===== src/rtl/thor_regfile_wr_arbiter_if.sv =====
// Request/write-back bundle between the result buses, the write arbiter and
// the Thor 2-write/6-read register file.
interface thor_regfile_wr_arbiter_if #(
    parameter int WID  = 64,
    parameter int NREQ = 4
);
    logic [NREQ-1:0]       req_v;
    logic [8*NREQ-1:0]     req_addr;
    logic [WID*NREQ-1:0]   req_data;
    logic [NREQ-1:0]       req_rdy;
    logic                  wr0;
    logic [7:0]            wa0;
    logic [WID-1:0]        i0;
    logic                  wr1;
    logic [7:0]            wa1;
    logic [WID-1:0]        i1;
    logic [31:0]           wr_cnt;

    modport master (
        output req_v, req_addr, req_data,
        input  req_rdy, wr0, wa0, i0, wr1, wa1, i1, wr_cnt
    );

    modport slave (
        input  req_v, req_addr, req_data,
        output req_rdy, wr0, wa0, i0, wr1, wa1, i1, wr_cnt
    );
endinterface


===== src/rtl/thor_regfile_wr_arbiter.sv =====
// Round-robin scheduler of four write-back requesters onto two register file
// write ports; never issues two same-address writes and drops zero-register writes.
module thor_regfile_wr_arbiter #(
    parameter int WID  = 64,
    parameter int NREQ = 4
) (
    input  logic clk,
    input  logic rst,
    input  logic stall,
    thor_regfile_wr_arbiter_if.slave bus
);
    logic [NREQ-1:0][7:0]     addr;
    logic [NREQ-1:0][WID-1:0] data;

    for (genvar n = 0; n < NREQ; n++) begin : g_unpack
        assign addr[n] = bus.req_addr[8*n +: 8];
        assign data[n] = bus.req_data[WID*n +: WID];
    end

    logic [1:0]      rr_q, rr_d;
    logic            a_v, b_v;
    logic [1:0]      a_idx, b_idx, idx;
    logic [NREQ-1:0] rdy;

    // Port 0 takes the first valid requester in scan order, port 1 the next
    // valid one whose address differs; conflicting requesters wait a cycle.
    always_comb begin
        a_v   = 1'b0;
        b_v   = 1'b0;
        a_idx = '0;
        b_idx = '0;
        idx   = '0;
        rdy   = '0;
        if (!rst && !stall) begin
            for (int k = 0; k < NREQ; k++) begin
                idx = rr_q + 2'(k);
                if (bus.req_v[idx]) begin
                    if (!a_v) begin
                        a_v   = 1'b1;
                        a_idx = idx;
                    end else if (!b_v && addr[idx] != addr[a_idx]) begin
                        b_v   = 1'b1;
                        b_idx = idx;
                    end
                end
            end
            if (a_v) rdy[a_idx] = 1'b1;
            if (b_v) rdy[b_idx] = 1'b1;
        end
    end

    assign bus.req_rdy = rdy;

    always_comb begin
        rr_d = rr_q;
        if (b_v)      rr_d = b_idx + 2'd1;
        else if (a_v) rr_d = a_idx + 2'd1;
    end

    logic           wr0_q, wr0_d, wr1_q, wr1_d;
    logic [7:0]     wa0_q, wa0_d, wa1_q, wa1_d;
    logic [WID-1:0] i0_q, i0_d, i1_q, i1_d;
    logic [31:0]    cnt_q, cnt_d;

    // Zero registers (low six address bits clear in any bank) consume a slot
    // but never raise a strobe.
    always_comb begin
        wr0_d = a_v && (addr[a_idx][5:0] != 6'd0);
        wr1_d = b_v && (addr[b_idx][5:0] != 6'd0);
        wa0_d = a_v ? addr[a_idx] : wa0_q;
        i0_d  = a_v ? data[a_idx] : i0_q;
        wa1_d = b_v ? addr[b_idx] : wa1_q;
        i1_d  = b_v ? data[b_idx] : i1_q;
        cnt_d = cnt_q + 32'(wr0_q) + 32'(wr1_q);
    end

    always_ff @(posedge clk) begin
        if (rst) begin
            rr_q  <= '0;
            wr0_q <= 1'b0;
            wr1_q <= 1'b0;
            wa0_q <= '0;
            wa1_q <= '0;
            i0_q  <= '0;
            i1_q  <= '0;
            cnt_q <= '0;
        end else begin
            rr_q  <= rr_d;
            wr0_q <= wr0_d;
            wr1_q <= wr1_d;
            wa0_q <= wa0_d;
            wa1_q <= wa1_d;
            i0_q  <= i0_d;
            i1_q  <= i1_d;
            cnt_q <= cnt_d;
        end
    end

    assign bus.wr0    = wr0_q;
    assign bus.wa0    = wa0_q;
    assign bus.i0     = i0_q;
    assign bus.wr1    = wr1_q;
    assign bus.wa1    = wa1_q;
    assign bus.i1     = i1_q;
    assign bus.wr_cnt = cnt_q;
endmodule


===== src/flat_wrapper.sv =====
// flat-port wrapper written by rule: the top's interface ports become plain ports
module thor_regfile_wr_arbiter_flat 
#(
    parameter int WID  = 64,
    parameter int NREQ = 4
)
  (clk, rst, stall, bus_req_v, bus_req_addr, bus_req_data, bus_req_rdy, bus_wr0, bus_wa0, bus_i0, bus_wr1, bus_wa1, bus_i1, bus_wr_cnt);
  thor_regfile_wr_arbiter_if #(.WID(WID), .NREQ(NREQ)) bus_i ();
  input  logic clk;
  input  logic rst;
  input  logic stall;
  input wire logic [$bits(bus_i.req_v)-1:0] bus_req_v;
  input wire logic [$bits(bus_i.req_addr)-1:0] bus_req_addr;
  input wire logic [$bits(bus_i.req_data)-1:0] bus_req_data;
  output wire logic [$bits(bus_i.req_rdy)-1:0] bus_req_rdy;
  output wire logic [$bits(bus_i.wr0)-1:0] bus_wr0;
  output wire logic [$bits(bus_i.wa0)-1:0] bus_wa0;
  output wire logic [$bits(bus_i.i0)-1:0] bus_i0;
  output wire logic [$bits(bus_i.wr1)-1:0] bus_wr1;
  output wire logic [$bits(bus_i.wa1)-1:0] bus_wa1;
  output wire logic [$bits(bus_i.i1)-1:0] bus_i1;
  output wire logic [$bits(bus_i.wr_cnt)-1:0] bus_wr_cnt;
  assign bus_i.req_v = bus_req_v;
  assign bus_i.req_addr = bus_req_addr;
  assign bus_i.req_data = bus_req_data;
  assign bus_req_rdy = bus_i.req_rdy;
  assign bus_wr0 = bus_i.wr0;
  assign bus_wa0 = bus_i.wa0;
  assign bus_i0 = bus_i.i0;
  assign bus_wr1 = bus_i.wr1;
  assign bus_wa1 = bus_i.wa1;
  assign bus_i1 = bus_i.i1;
  assign bus_wr_cnt = bus_i.wr_cnt;
  thor_regfile_wr_arbiter #(.WID(WID), .NREQ(NREQ)) u_core (.clk(clk), .rst(rst), .stall(stall), .bus(bus_i));
endmodule

===== config.mk =====
export PLATFORM = sky130hd
export DESIGN_NAME = thor_regfile_wr_arbiter_flat
export DESIGN_NICKNAME = d
export VERILOG_FILES = /design/src/rtl/thor_regfile_wr_arbiter_if.sv /design/src/rtl/thor_regfile_wr_arbiter.sv /design/src/flat_wrapper.sv
export SDC_FILE = /design/constraint.sdc
export NUM_CORES = 1
export LEC_CHECK = 0
export CORE_MARGIN = 2
export CORE_UTILIZATION = 25
export CTS_BUF_LIST = sky130_fd_sc_hd__clkbuf_4 sky130_fd_sc_hd__clkbuf_8
export DETAILED_ROUTE_END_ITERATION = 6
export DONT_BUFFER_PORTS = 1
export PLACE_DENSITY = 0.35
export SLEW_MARGIN = 10
export SYNTH_ARGS = -nofsm -noshare
export SYNTH_HDL_FRONTEND = slang
export SYNTH_SLANG_ARGS = --single-unit

===== constraint.sdc =====
create_clock -name clk -period 9.3 [get_ports clk]
set_input_delay 1.86 -clock clk [delete_from_list [all_inputs] [get_ports clk]]
set_output_delay 1.86 -clock clk [all_outputs]
set_load 0.01 [all_outputs]

==> results.txt, run 1 <==
status: finished clean
routed len/inst: 26.5 µm
DR vias/cell: 5.63
clk_lat worst skew: 0.56 ns
largest net degree at the start of global routing: 183
Reg clk slew, reported paths: 0.12 ns
port bufs: 0
H-tree lvl count: 4
CTS Buffer Depth: 2
clock sinks: 180
Synth Register Bits: 180
RSZ-0062 raised after global routing: false
Worst Hold Slack: 0.527 ns
fin. max-slew vios: 0
GR Util All Layers: 20.8%
WL final: 57600 µm
Finished Core Util: 27.0%
Worst slew margin: 29.7%
full die area: 53900 µm²
Worst EP required: 7.44 ns
Seq/Total Area, Yosys: 27.7%
critical path class: primary input to output port
Chip Width: 232 µm
r2r endpoint: u_core.bus.wr1$_SDFF_PP0_
Final Hold Violating Endpoints: 0
Area growth syn-to-layout: 6.68%
syn_nets: 1898
CTS Buf Count: 17
antenna viol nets, final: 0
dpl ws: 1.05 ns
R2R cell count: 18
gr ovfl total: 0
Lkg Pwr: 5.33 nW
Synthesis Warnings: 0
DRC viols: 0
CP Launch Type: primary input
Hold Crit Class: register to register
Detailed Place HPWL: 40000 µm
maximum vdd drop: 86.9 µV
crit end category: output port
antenna violations before repair: 1
vias: 12257
post-CTS resize count: 0
Synth Cell Area: 13000 µm²
first-pass GRT wire length: 83100 µm
DRT Pass-1 Iters: 5
io pins: 477
share of cells above drive strength 1: 13.1%
most common cell in the synthesized netlist: nand2_1
TritonCTS clock tree: yes
number of synthesized flops with an enable pin: 0
leading area contributor after synthesis: dfxtp_1
synth top area cells: dfxtp_1 (28%), mux2i_1 (7.8%), mux2_2 (7.3%), nand3b_1 (7.3%), o21ai_0 (6.1%)
postcts setup bufs: 0
Setup TNS: 0 ns
Clk Tree Root Cell: clkbuf_8
Critical path destination: bus_req_rdy[3]
Worst EP arrival: 6.38 ns
Final Critical Period: 8.24 ns
vias in the first global route: 11955
crit share post-route: 88.6%
r2r setup slk: 2.44 ns
syn_area_per_cell: 8.13 µm²
initial core utilization: 25.3%
worst slew pin tran: 1.05 ns
setup violators final: 0
cell count after synthesis: 1600
row count: 83
ys flop type: dfxtp_1
maxcap violations: 0
Die Y: 232 µm
crit path from: bus_req_v[3]
ANT cells: 0
Distinct cells, synth: 77
share of the synthesized area in the top cell type: 27.7%
crit path max fanout: 39
Core Area: 51400 µm²
R2R Path Start: u_core.rr_q[0]$_SDFFE_PP0P_
CTS Hold Bufs: 0
Final WS setup: 1.06 ns
DRT iter0 DRCs: 764
pwr/cell area: 159 nW/µm²
Layout Nets: 1785
Final GP Congestion: 0.824
Achievable Freq: 0.121 GHz
Post-synth ARST share: 0%
Post-synth top cells: nand2_1 (198), dfxtp_1 (180), o21ai_0 (158), nand3b_1 (126), nor2_1 (111)
skew final: 0.0185 ns
## state kept, by name (all words and copies together) (netlist names)
name               count
u_core.bus.wr_cnt     32
u_core.bus.i0         64
u_core.rr_q            2
u_core.bus.wr1         1
u_core.bus.wr0         1
u_core.bus.wa0         8
u_core.bus.wa1         8
u_core.bus.i1         64
## kinds of logic (layout without fill, tap and decap cells)
family / after synthesis / after routing / share of synthesized area (%)
flops: 180 / 180 / 27.7
fa+ha+maj: 4 / 4 / 0.423
xor+xnor: 38 / 38 / 2.56
compound gates: 442 / 442 / 22.3
buf+inv: 167 / 65 / 5.38
mux: 222 / 222 / 20.1
simple gates: 547 / 547 / 21.6
## layout make-up
| cell class | instances | area [µm²] |
|---|---|---|
| inverter | 13 | 48.8 |
| clock buffer | 20 | 269 |
| sequential | 180 | 3600 |
| timing repair buffer | 22 | 165 |
| tap | 680 | 851 |
| clock inverter | 10 | 164 |
| multi-input combinational | 1253 | 8770 |
| fill | 5604 | 37500 |
## placed cells by master, fill, tap and decap left out, types with 4 or more instances in the layout
| cell type | instances |
|---|---|
| nand2_1 | 197 |
| dfxtp_1 | 179 |
| o21ai_0 | 158 |
| nand3b_1 | 126 |
| nor2_1 | 109 |
| mux2i_1 | 101 |
| mux2_2 | 84 |
| o221ai_1 | 72 |
| a21oi_1 | 70 |
| o22ai_1 | 49 |
| xor2_1 | 31 |
| buf_4 | 22 |
| mux2_4 | 20 |
| a222oi_1 | 20 |
| clkbuf_8 | 19 |
| nand3_1 | 17 |
| nor3_1 | 16 |
| mux4_2 | 15 |
| inv_1 | 12 |
| or3_1 | 12 |
| and3_1 | 12 |
| nand4_1 | 11 |
| and2_1 | 9 |
| a221oi_1 | 9 |
| o211ai_1 | 8 |
| nor2b_1 | 7 |
| o21a_1 | 7 |
| xnor2_1 | 7 |
| a211o_1 | 7 |
| a211oi_1 | 5 |
| nand4b_1 | 5 |
| nor3b_1 | 4 |
## per-layer routing
layer  track usage (%)  up-vias  share of wire (%)
met4              6.73        0                2.5
met1              24.5     6008                 40
li1                  -     5740                  -
met3              8.56       75                9.7
met5                 0        -                  0
met2              34.1      434                 48
## metrics by stage
stage          cell area, µm²  power (mW)  instances
4_1_cts                 13900        2.24       2178
5_1_grt                 13900        2.33       2178
2_1_floorplan           13000        1.42       1600
3_5_place_dp            13400        1.59       2148
3_3_place_gp            13400        1.59       2148
6_report                13900        2.20       2178
## critical path, cell delays in order
cell      delay [ns]
mux2i_1         0.08
nor2_1          0.55
o21bai_1        0.23
ha_1            0.19
inv_2           0.12
mux2_4          0.41
or4_1           0.52
a21oi_1         0.15
a21oi_1         0.06
and3_1          0.21
a41oi_1         0.66
a21o_1          0.29
or2_4           0.54
and2_1          0.26
a22o_1          0.24
## how the worst min path moves through the flow
stage / startpoint / endpoint / slack [ns] / cells past startpoint
6_report: u_core.bus.i0[29]$_SDFFE_PP0P_ / u_core.bus.i0[29]$_SDFFE_PP0P_ / 0.53 / 2
5_1_grt: u_core.bus.i0[39]$_SDFFE_PP0P_ / u_core.bus.i0[39]$_SDFFE_PP0P_ / 0.55 / 2
4_1_cts: u_core.bus.i0[29]$_SDFFE_PP0P_ / u_core.bus.i0[29]$_SDFFE_PP0P_ / 0.53 / 2
3_5_place_dp: u_core.bus.i0[29]$_SDFFE_PP0P_ / u_core.bus.i0[29]$_SDFFE_PP0P_ / 0.51 / 2
3_3_place_gp: u_core.bus.i0[29]$_SDFFE_PP0P_ / u_core.bus.i0[29]$_SDFFE_PP0P_ / 0.51 / 2
2_1_floorplan: u_core.bus.i0[0]$_SDFFE_PP0P_ / u_core.bus.i0[0]$_SDFFE_PP0P_ / 0.49 / 2
## power by group
| group | leakage, nW | internal [mW] | total, mW | switching, mW |
|---|---|---|---|---|
| Clock | 0.220 | 0.288 | 0.629 | 0.340 |
| Combinational | 3.63 | 0.257 | 0.627 | 0.370 |
| Sequential | 1.48 | 0.840 | 0.944 | 0.104 |
No activity file was read; power rests on OpenSTA's default activity.
==> run 2, diff against run 1 <==
--- a/config.mk
+++ b/config.mk
@@ -8,6 +8,7 @@
 export CORE_MARGIN = 2
 export CORE_UTILIZATION = 25
 export CTS_BUF_LIST = sky130_fd_sc_hd__clkbuf_4 sky130_fd_sc_hd__clkbuf_8
+export CTS_CLUSTER_SIZE = 28
 export DETAILED_ROUTE_END_ITERATION = 6
 export DONT_BUFFER_PORTS = 1
 export PLACE_DENSITY = 0.35
==> results of run 2 <==
Final layout, timing and power as in run 1 (identical DEF).
==> run 3, diff against run 2 <==
--- a/config.mk
+++ b/config.mk
@@ -11,6 +11,7 @@
 export CTS_CLUSTER_SIZE = 28
 export DETAILED_ROUTE_END_ITERATION = 6
 export DONT_BUFFER_PORTS = 1
+export GPL_ROUTABILITY_DRIVEN = 0
 export PLACE_DENSITY = 0.35
 export SLEW_MARGIN = 10
 export SYNTH_ARGS = -nofsm -noshare
==> results of run 3 <==
Final layout, timing and power as in run 1 (identical DEF).
